### src/rtl/cd_sd_arbiter.sv
// rtl/cd_sd_arbiter.sv - shares the HPS sd request channel between TOC lookups and 75 Hz paced sector fetches
module cd_sd_arbiter #(
  parameter int          SECTOR_WORDS  = 1024,
  parameter int          TOC_WORDS     = 2,
  parameter int          SECTOR_PERIOD = 1600000,
  parameter logic [15:0] SEC_REQ_TYPE  = 16'hE100,
  parameter int          TIMEOUT       = 2000000
) (
  input  logic        clk_sys_i,
  input  logic        reset_i,
  input  logic        toc_req_i,
  input  logic [15:0] toc_type_i,
  output logic [15:0] toc_word_o,
  output logic        toc_word_valid_o,
  output logic        toc_done_o,
  input  logic        reading_i,
  output logic [15:0] sec_word_o,
  output logic        sec_word_valid_o,
  output logic        msf_inc_o,
  output logic        sec_overrun_o,
  output logic        xfer_timeout_o,
  output logic [15:0] sd_req_type_o,
  output logic        sd_rd_o,
  input  logic        sd_ack_i,
  input  logic [15:0] sd_buff_dout_i,
  input  logic        sd_buff_wr_i
);

  localparam int MAXW = (SECTOR_WORDS > TOC_WORDS) ? SECTOR_WORDS : TOC_WORDS;
  localparam int WC_W = $clog2(MAXW + 2);
  localparam int PC_W = $clog2(SECTOR_PERIOD + 2);
  localparam int TC_W = $clog2(TIMEOUT + 2);

  typedef enum logic [1:0] {S_IDLE, S_REQ, S_XFER} state_t;

  state_t          state_q, state_d;
  logic            ack_s_q, ack_p_q, wr_s_q, wr_p_q, toc_s_q, toc_p_q;
  logic [15:0]     dout_q;
  logic            toc_pend_q, toc_pend_d, sec_pend_q, sec_pend_d;
  logic            last_sec_q, last_sec_d, cur_sec_q, cur_sec_d;
  logic [15:0]     toc_type_q, toc_type_d;
  logic [PC_W-1:0] pace_q, pace_d;
  logic [WC_W-1:0] wcnt_q, wcnt_d;
  logic [TC_W-1:0] tcnt_q, tcnt_d;
  logic [15:0]     toc_word_q, toc_word_d, sec_word_q, sec_word_d;
  logic            toc_valid_q, toc_valid_d, toc_done_q, toc_done_d;
  logic            sec_valid_q, sec_valid_d, msf_q, msf_d;
  logic            ovr_q, ovr_d, tmo_q, tmo_d, rd_q, rd_d;
  logic [15:0]     req_type_q, req_type_d;

  logic            ack_rise, wr_rise, toc_rise, active;
  logic [WC_W-1:0] target;

  assign ack_rise = ack_s_q & ~ack_p_q;
  assign wr_rise  = wr_s_q & ~wr_p_q;
  assign toc_rise = toc_s_q & ~toc_p_q;
  assign active   = (state_q != S_IDLE);
  assign target   = cur_sec_q ? WC_W'(SECTOR_WORDS) : WC_W'(TOC_WORDS);

  always_comb begin
    state_d     = state_q;
    toc_pend_d  = toc_pend_q;
    sec_pend_d  = sec_pend_q;
    last_sec_d  = last_sec_q;
    cur_sec_d   = cur_sec_q;
    toc_type_d  = toc_type_q;
    pace_d      = pace_q;
    wcnt_d      = wcnt_q;
    tcnt_d      = tcnt_q;
    toc_word_d  = toc_word_q;
    sec_word_d  = sec_word_q;
    req_type_d  = req_type_q;
    rd_d        = rd_q;
    toc_valid_d = 1'b0;
    toc_done_d  = 1'b0;
    sec_valid_d = 1'b0;
    msf_d       = 1'b0;
    ovr_d       = 1'b0;
    tmo_d       = 1'b0;

    if (toc_rise && !toc_pend_q && !(active && !cur_sec_q)) begin
      toc_pend_d = 1'b1;
      toc_type_d = toc_type_i;
    end

    // A tick is dropped if the previous one is still waiting or being served.
    if (!reading_i) begin
      pace_d     = '0;
      sec_pend_d = 1'b0;
    end else if (pace_q == PC_W'(SECTOR_PERIOD - 1)) begin
      pace_d = '0;
      if (sec_pend_q || (active && cur_sec_q)) ovr_d = 1'b1;
      else                                     sec_pend_d = 1'b1;
    end else begin
      pace_d = pace_q + PC_W'(1);
    end

    case (state_q)
      S_IDLE: begin
        if (toc_pend_q && (!sec_pend_q || last_sec_q)) begin
          toc_pend_d = 1'b0;
          req_type_d = toc_type_q;
          rd_d       = 1'b1;
          last_sec_d = 1'b0;
          cur_sec_d  = 1'b0;
          wcnt_d     = '0;
          tcnt_d     = '0;
          state_d    = S_REQ;
        end else if (sec_pend_q) begin
          sec_pend_d = 1'b0;
          req_type_d = SEC_REQ_TYPE;
          rd_d       = 1'b1;
          last_sec_d = 1'b1;
          cur_sec_d  = 1'b1;
          wcnt_d     = '0;
          tcnt_d     = '0;
          state_d    = S_REQ;
        end else begin
          req_type_d = '0;
        end
      end
      S_REQ, S_XFER: begin
        tcnt_d = tcnt_q + TC_W'(1);
        if (state_q == S_REQ && ack_rise) begin
          rd_d    = 1'b0;
          state_d = S_XFER;
        end
        if (wr_rise) begin
          wcnt_d = wcnt_q + WC_W'(1);
          if (cur_sec_q) begin
            sec_word_d  = dout_q;
            sec_valid_d = 1'b1;
          end else begin
            toc_word_d  = dout_q;
            toc_valid_d = 1'b1;
          end
          if (wcnt_q + WC_W'(1) == target) begin
            msf_d      = cur_sec_q;
            toc_done_d = !cur_sec_q;
            req_type_d = '0;
            rd_d       = 1'b0;
            state_d    = S_IDLE;
          end
        end
        // Completion on the final cycle wins over the timeout.
        if (state_d != S_IDLE && tcnt_q == TC_W'(TIMEOUT - 1)) begin
          tmo_d      = 1'b1;
          rd_d       = 1'b0;
          req_type_d = '0;
          state_d    = S_IDLE;
        end
      end
      default: state_d = S_IDLE;
    endcase
  end

  always_ff @(posedge clk_sys_i) begin
    if (reset_i) begin
      state_q     <= S_IDLE;
      ack_s_q     <= 1'b0;
      ack_p_q     <= 1'b0;
      wr_s_q      <= 1'b0;
      wr_p_q      <= 1'b0;
      toc_s_q     <= 1'b0;
      toc_p_q     <= 1'b0;
      dout_q      <= '0;
      toc_pend_q  <= 1'b0;
      sec_pend_q  <= 1'b0;
      last_sec_q  <= 1'b1;
      cur_sec_q   <= 1'b0;
      toc_type_q  <= '0;
      pace_q      <= '0;
      wcnt_q      <= '0;
      tcnt_q      <= '0;
      toc_word_q  <= '0;
      sec_word_q  <= '0;
      toc_valid_q <= 1'b0;
      toc_done_q  <= 1'b0;
      sec_valid_q <= 1'b0;
      msf_q       <= 1'b0;
      ovr_q       <= 1'b0;
      tmo_q       <= 1'b0;
      rd_q        <= 1'b0;
      req_type_q  <= '0;
    end else begin
      state_q     <= state_d;
      ack_s_q     <= sd_ack_i;
      ack_p_q     <= ack_s_q;
      wr_s_q      <= sd_buff_wr_i;
      wr_p_q      <= wr_s_q;
      toc_s_q     <= toc_req_i;
      toc_p_q     <= toc_s_q;
      dout_q      <= sd_buff_dout_i;
      toc_pend_q  <= toc_pend_d;
      sec_pend_q  <= sec_pend_d;
      last_sec_q  <= last_sec_d;
      cur_sec_q   <= cur_sec_d;
      toc_type_q  <= toc_type_d;
      pace_q      <= pace_d;
      wcnt_q      <= wcnt_d;
      tcnt_q      <= tcnt_d;
      toc_word_q  <= toc_word_d;
      sec_word_q  <= sec_word_d;
      toc_valid_q <= toc_valid_d;
      toc_done_q  <= toc_done_d;
      sec_valid_q <= sec_valid_d;
      msf_q       <= msf_d;
      ovr_q       <= ovr_d;
      tmo_q       <= tmo_d;
      rd_q        <= rd_d;
      req_type_q  <= req_type_d;
    end
  end

  assign toc_word_o       = toc_word_q;
  assign toc_word_valid_o = toc_valid_q;
  assign toc_done_o       = toc_done_q;
  assign sec_word_o       = sec_word_q;
  assign sec_word_valid_o = sec_valid_q;
  assign msf_inc_o        = msf_q;
  assign sec_overrun_o    = ovr_q;
  assign xfer_timeout_o   = tmo_q;
  assign sd_req_type_o    = req_type_q;
  assign sd_rd_o          = rd_q;

endmodule

### config.mk
export PLATFORM = sky130hd
export DESIGN_NAME = cd_sd_arbiter
export DESIGN_NICKNAME = d
export VERILOG_FILES = /design/src/rtl/cd_sd_arbiter.sv
export SDC_FILE = /design/constraint.sdc
export NUM_CORES = 1
export LEC_CHECK = 0
export CAP_MARGIN = 30
export CELL_PAD_IN_SITES_DETAIL_PLACEMENT = 1
export CELL_PAD_IN_SITES_GLOBAL_PLACEMENT = 1
export CORE_MARGIN = 1
export CORE_UTILIZATION = 36
export DETAILED_ROUTE_END_ITERATION = 10
export GPL_ROUTABILITY_DRIVEN = 0
export HOLD_SLACK_MARGIN = 0.1
export PLACE_DENSITY_LB_ADDON = 0.1
export SKIP_CTS_REPAIR_TIMING = 1
export SLEW_MARGIN = 20
export SYNTH_ARGS = -nofsm -noshare
export SYNTH_HDL_FRONTEND = slang
export SYNTH_SLANG_ARGS = --single-unit
export TNS_END_PERCENT = 5
### constraint.sdc
create_clock -name clk_sys_i -period 2 [get_ports clk_sys_i]
set_input_delay 0.4 -clock clk_sys_i [delete_from_list [all_inputs] [get_ports clk_sys_i]]
set_output_delay 0.4 -clock clk_sys_i [all_outputs]
set_load 0.01 [all_outputs]
* Yosys cells after proc, flatten, opt, wreduce, memory -nomap -nowiden *
Index checks and enable logic that the tools add are counted.

operators by class
  reduce and logical (&&, ||, !) cells = 30
  $add $sub $neg = 3
  bitwise gates (word level) = 12
  multiplexer cells = 43
  equal/unequal tests = 9

operator list
  cell                                                              count
  16-bit 2-to-1 mux                                                 5
  11-bit 2-to-1 mux                                                 4
  21-bit by 1-bit adder with 21-bit output (second input constant)  2
  21-bit equality test (second input constant)                      2
  21-bit 2-to-1 mux                                                 2
  21-bit one-hot mux with 2 select lines                            1
  16-bit one-hot mux with 2 select lines                            1
  11-bit one-hot mux with 2 select lines                            1
  1-bit 2-to-1 mux                                                  20
  2-bit 2-to-1 mux                                                  7
  3-bit AND reduction                                               4
  11-bit by 1-bit adder with 11-bit output (second input constant)  1
  11-bit equality test                                              1
  3-bit inequality test (second input constant)                     3
  1-bit inverter                                                    9
  3-bit OR reduction                                                3
  2-bit nonzero test                                                4
  1-bit logical AND                                                 7
  1-bit zero test                                                   4
  2-bit one-hot mux with 2 select lines                             1
  2-bit AND reduction                                               2
  2-bit OR reduction                                                2
  4-bit OR reduction                                                1
  1-bit bitwise AND                                                 3
  6 further kinds                                                   7

word-level totals
  input port bits = 38
  logic and storage cells = 123
  flip-flop bits (word level) = 152
  output and inout port bits = 55

* Logic depth before layout (Yosys ltp) *
  depth in word-level cells = 11
  gate-level depth with buffers = 9
  mapped depth without buffers = 8

* Worst setup path before layout *
Ideal clock, no wire load.

  path type = reg2reg
  start point = register state_q[0]
  end point = register tcnt_q[17]
  setup time = 128 ps
  arrival = 2025 ps
  path slack = -153 ps
  path buffers = 1
  cell stages (with the launch flop) = 10
  required time = 1872 ps
  period minus slack after synthesis = 2153 ps
  cell sequence = dfxtp_1 inv_1 ha_1 buf_2 nor3b_1 or2_2 nor4_1 nand3_1 xor2_1 nor2_1

on the way
  word-level cells in the longest chain between the ends = 4
  elaborated cells on any way between the ends = 8
  those cells by class = eq/ne: 3; mux: 1; reduce/logical: 4

RTL lines
  item                                                                                   line  source
  from (decl)                                                                            36    state_t state_q, state_d;
  from (signal assigned)                                                                 186   state_q <= state_d;
  2-bit by 1-bit equality test with 1-bit output or 2-bit equality test (tied branches)  98    case (state_q)
  2-bit OR reduction                                                                     98
  2-bit nonzero test (no source line)                                                    n/a
  2-bit AND reduction (no source line)                                                   n/a
  to (signal assigned)                                                                   201   tcnt_q <= tcnt_d;
  to (decl)                                                                              44    logic [TC_W-1:0] tcnt_q, tcnt_d;

Several ways; a longest one is shown, not always the timed one.
A chain may end at the register's enable or synchronous reset.

* Worst setup path in the final report *
  start point = register wcnt_q[1]
  end point = register req_type_q[5] (netlist: sd_req_type_o[5])

on the way
  word-level cells in the longest chain between the ends = 9
  elaborated cells on any way between the ends = 12
  those cells by class = add/sub: 1; eq/ne: 3; mux: 5; reduce/logical: 3

RTL lines
  item                                                                                            line  source
  from (decl)                                                                                     43    logic [WC_W-1:0] wcnt_q, wcnt_d;
  from (signal assigned)                                                                          200   wcnt_q <= wcnt_d;
  11-bit by 1-bit adder with 11-bit output (*)                                                    137   if (wcnt_q + WC_W'(1) == target) begin
  11-bit equality test (*)                                                                        137
  2-bit 2-to-1 mux                                                                                137
  2-bit 2-to-1 mux                                                                                128   if (wr_rise) begin
  2-bit 2-to-1 mux                                                                                98
  2-bit nonzero test                                                                              146   if (state_d != S_IDLE && tcnt_q == TC_W'(TIMEOUT - 1)) begin
  1-bit logical AND                                                                               146
  3-bit inequality test (no source line) or 16-bit 2-to-1 mux (tied branches)                     n/a
  3-bit AND reduction (no source line) or 16-bit one-hot mux with 2 select lines (tied branches)  n/a
  to (signal assigned)                                                                            211   req_type_q <= req_type_d;
  to (decl)                                                                                       49    logic [15:0] req_type_q, req_type_d;

Every way passes the cells marked *; elsewhere a longest branch is shown, timed or not. The select of a mux whose other input is x is not followed.

==> results.md <==
* Synth area leader: dfxtp_1
* Minimum clock period at ~2.0 ns
* End of the critical path: sd_req_type_o[5]
* Die H at 130.4 um
* Final Cycle Share at 101.8%
* Core Region at between 15000 and 20000 um2
* Drt pass-1 iters at 4
* Max IR drop VDD at between 600 and 700 uV
* Top_reg_cell synth: dfxtp_1
* Startpoint types: flip-flop
* Final ANT Viol Nets at 0
* Initial DRC count at 207
* YS warnings at 0
* RSZ-0062 raised after global routing: yes
* Compound-Gate Fraction of Synth Area at between 10% and 20%
* WL final at around 17000 um
* Distinct cell type count after synthesis at 53
* Hold slack at about 0.41 ns
* Worst-margin pin slew at roughly 0.54 ns
* Post-Synth Simple-Gate Area at between 20 and 30%
* Fin cells at between 1000 and 1500
* Vias in the first global route at around 5600
* Yosys reg bits at ~150
* Hold crit path type: in2reg
* Reg2Reg Depth at 8
* TritonCTS buffer count at 17
* Worst Setup SP: wcnt_q[1]
* H-tree depth at 4
* Layout area overhead at 40.60%
* Pleak at 3.048 nW
* Switch share at 22.76%
* Pins Over Slew Limit at 0
* Adder-cell share of the synthesized area at around 1.3%
* Per-cell routed wire length at between 15 and 20 um
* Clk_lat worst skew at approximately 0.43 ns
* Max FO, Critical Path at 6
* Cell with the most instances after synthesis: dfxtp_1
* Largest family of logic cells by synthesized area: simple AND/OR/NAND/NOR gates
* R2r setup slk at -0.04 ns
* WHS Path Cells at 2
* Setup ws final at -0.03606 ns
* Reg2reg start: wcnt_q[1]
* FFs w/ async S/R, synth at 0%
* Int Power at between 5 and 6 mW
* Clock Sinks at 152
* Via density at between 5 and 6
* Sequential power share at between 40 and 50%
* Port bufs at 92
* Crit Path Class: reg2reg
* Crit Reg-Reg Endpoint: sd_req_type_o[5]
* Failing checks: setup timing
* Critical Path AT at between 2 and 2.5 ns
* Share of post-route cells with drive strength above 1 at about 17%
* Die W at roughly 130 um
* Syn Inst Count at between 600 and 700
* Multiplexer area fraction after synthesis at 0%
* Seq/Total Area, Yosys at around half
* Crit path capture type: flip-flop
* Initial antenna violation count at 1
* Initial Util at 37.11%
* Largest net degree at the start of global routing at 64
* Synth cell count leaders: 152 x dfxtp_1, 130 x nand2_1, 79 x a21oi_1
* First-pass GRT wire length at approximately 27000 um
* Post-route design area at about 8300 um2
* Die area at approximately 17000 um2
* Gate power share at 5.2%
* Mapped Nets at roughly 740
* Diodes inserted at 0
* IO Pins at 93
* # nets final at around 900
* Placed insts at about 1000
* Worst-path clk slew at 0.07 ns
* Total number of vias at 5372
* Clk buf depth at 2
* TritonCTS clock tree: done
* # rows at 46
* Mapped Avg Cell Area at between 8 and 9 um2
* Congestion Overflow GR at 0
* Synthesized area at 5938 um2
* Post-layout util at a little over half
* Synth Area in XOR/XNOR at under 10%
* Clock share of power at 50.1%
* Clk root buf: clkbuf_16
* CP Data Required Time at 2.32 ns
* F_max at a little under 500 MHz
* Sw Pwr at between 1.5 and 2 mW
* Synth area leaders: dfxtp_1 51%, nand2_1 8.2%, a21oi_1 6.7%, nor2_1 4.6%, xor2_1 4.4%
* Hold Fails Final Rpt at 0
* Outcome: finished with violations
* Worst rel slew slack at a little under two thirds
* Post-synth EDFFs at 0
* Cell Area, Placed at 7548 um2
* Total track usage at a little over a fifth
* Synth top area share at 51.24%
* Max Cap Violations at 0
* Hpwl dp at ~12000 um
* PD cells at about 830 nW/um2
* Final setup vio count at 12
* Setup Skew at slightly below 0.009 ns
* DRC errors left at 0
## cell type report
| cell class | count | area [um2] |
|---|---|---|
| inverter | 7 | 26.28 |
| sequential | 152 | 3052 |
| multi-input combinational | 500 | 2907 |
| clock inverter | 15 | 214.0 |
| fill | 1865 | 7651 |
| clock buffer | 17 | 425.4 |
| tap | 216 | 270.3 |
| timing repair buffer | 159 | 1455 |
## cells by family after synthesis
family,count (synthesis)
xor+xnor,43
simple gates,328
buf+inv,40
fa+ha+maj,6
compound gates,122
flops,152
## layer usage
metal | GRT usage, % | share of wire (%) | vias up
met1 | 23.36 | 42 | 2606
met3 | 6.637 | 5.4 | 21
li1 | - | - | 2646
met4 | 6.626 | 1.1 | 0
met2 | 38.02 | 51 | 99
met5 | 0 | 0 | -
## how the worst min path moves through the flow
stage / start / to
floorplan: wr_s_q / wr_p_q
global placement: dout_q[11] / sec_word_o[11]
detailed placement: dout_q[6] / toc_word_o[6]
CTS: reset_i / wcnt_q[3]
global route: reset_i / ack_p_q
finish: reset_i / wcnt_q[3]
## state kept, by name, indices dropped and copies added, names as in the netlist, 2 cells and up
signal         cells
pace_q            21
tcnt_q            21
dout_q            16
sd_req_type_o     16
sec_word_o        16
toc_type_q        16
toc_word_o        16
wcnt_q            11
state_q            2
## layout by cell type, fill, tap and decap left out, types with 3 or more instances in the layout
cell	Yosys	layout
buf_4	0	62
nor2b_1	27	27
o211a_1	3	3
inv_6	0	4
nand3_2	2	3
nand4_1	14	14
inv_1	7	7
xnor2_1	13	13
or3_1	4	4
nand3_1	27	26
nand3b_1	3	3
nand2_1	130	129
clkdlybuf4s50_1	0	91
dfxtp_1	152	149
clkbuf_16	0	17
or2_2	4	4
nor2_1	72	72
and3_1	7	7
ha_1	6	4
a22o_2	10	10
o21ai_0	9	9
nor4_2	0	3
and2_1	4	3
bufinv_16	0	4
a21oi_1	79	77
xor2_1	30	30
nor3_1	13	11
buf_6	1	3
and4_1	5	5
clkinv_4	0	4
## power by group through the flow
stage / clock network (mW) / logic (mW) / registers [mW]
3_3_place_gp: 0 / 0.343 / 3.18
3_5_place_dp: 0 / 0.351 / 3.18
4_1_cts: 3.55 / 0.355 / 3.12
2_1_floorplan: 0 / 0.163 / 3.18
6_report: 3.48 / 0.360 / 3.11
5_1_grt: 3.68 / 0.394 / 3.12
## critical path, stage by stage (launching register included)
cell,delay [ns]
dfxtp_4,0.37
ha_4,0.14
buf_6,0.09
nand4_1,0.10
o21bai_4,0.21
a2111oi_4,0.38
a31o_2,0.29
a21oi_4,0.10
a22o_2,0.24
## per-stage QoR
stage / setup WS (ns) / setup TNS [ns] / power, mW
2_1_floorplan: -0.005242 / -0.01154 / 3.340
3_3_place_gp: -0.2199 / -2.596 / 3.523
3_5_place_dp: -0.3269 / -4.823 / 3.534
4_1_cts: -0.3280 / -5.191 / 7.017
5_1_grt: -0.1341 / -2.084 / 7.194
6_report: -0.03606 / -0.3094 / 6.956
No activity file was read; power rests on OpenSTA's default activity.
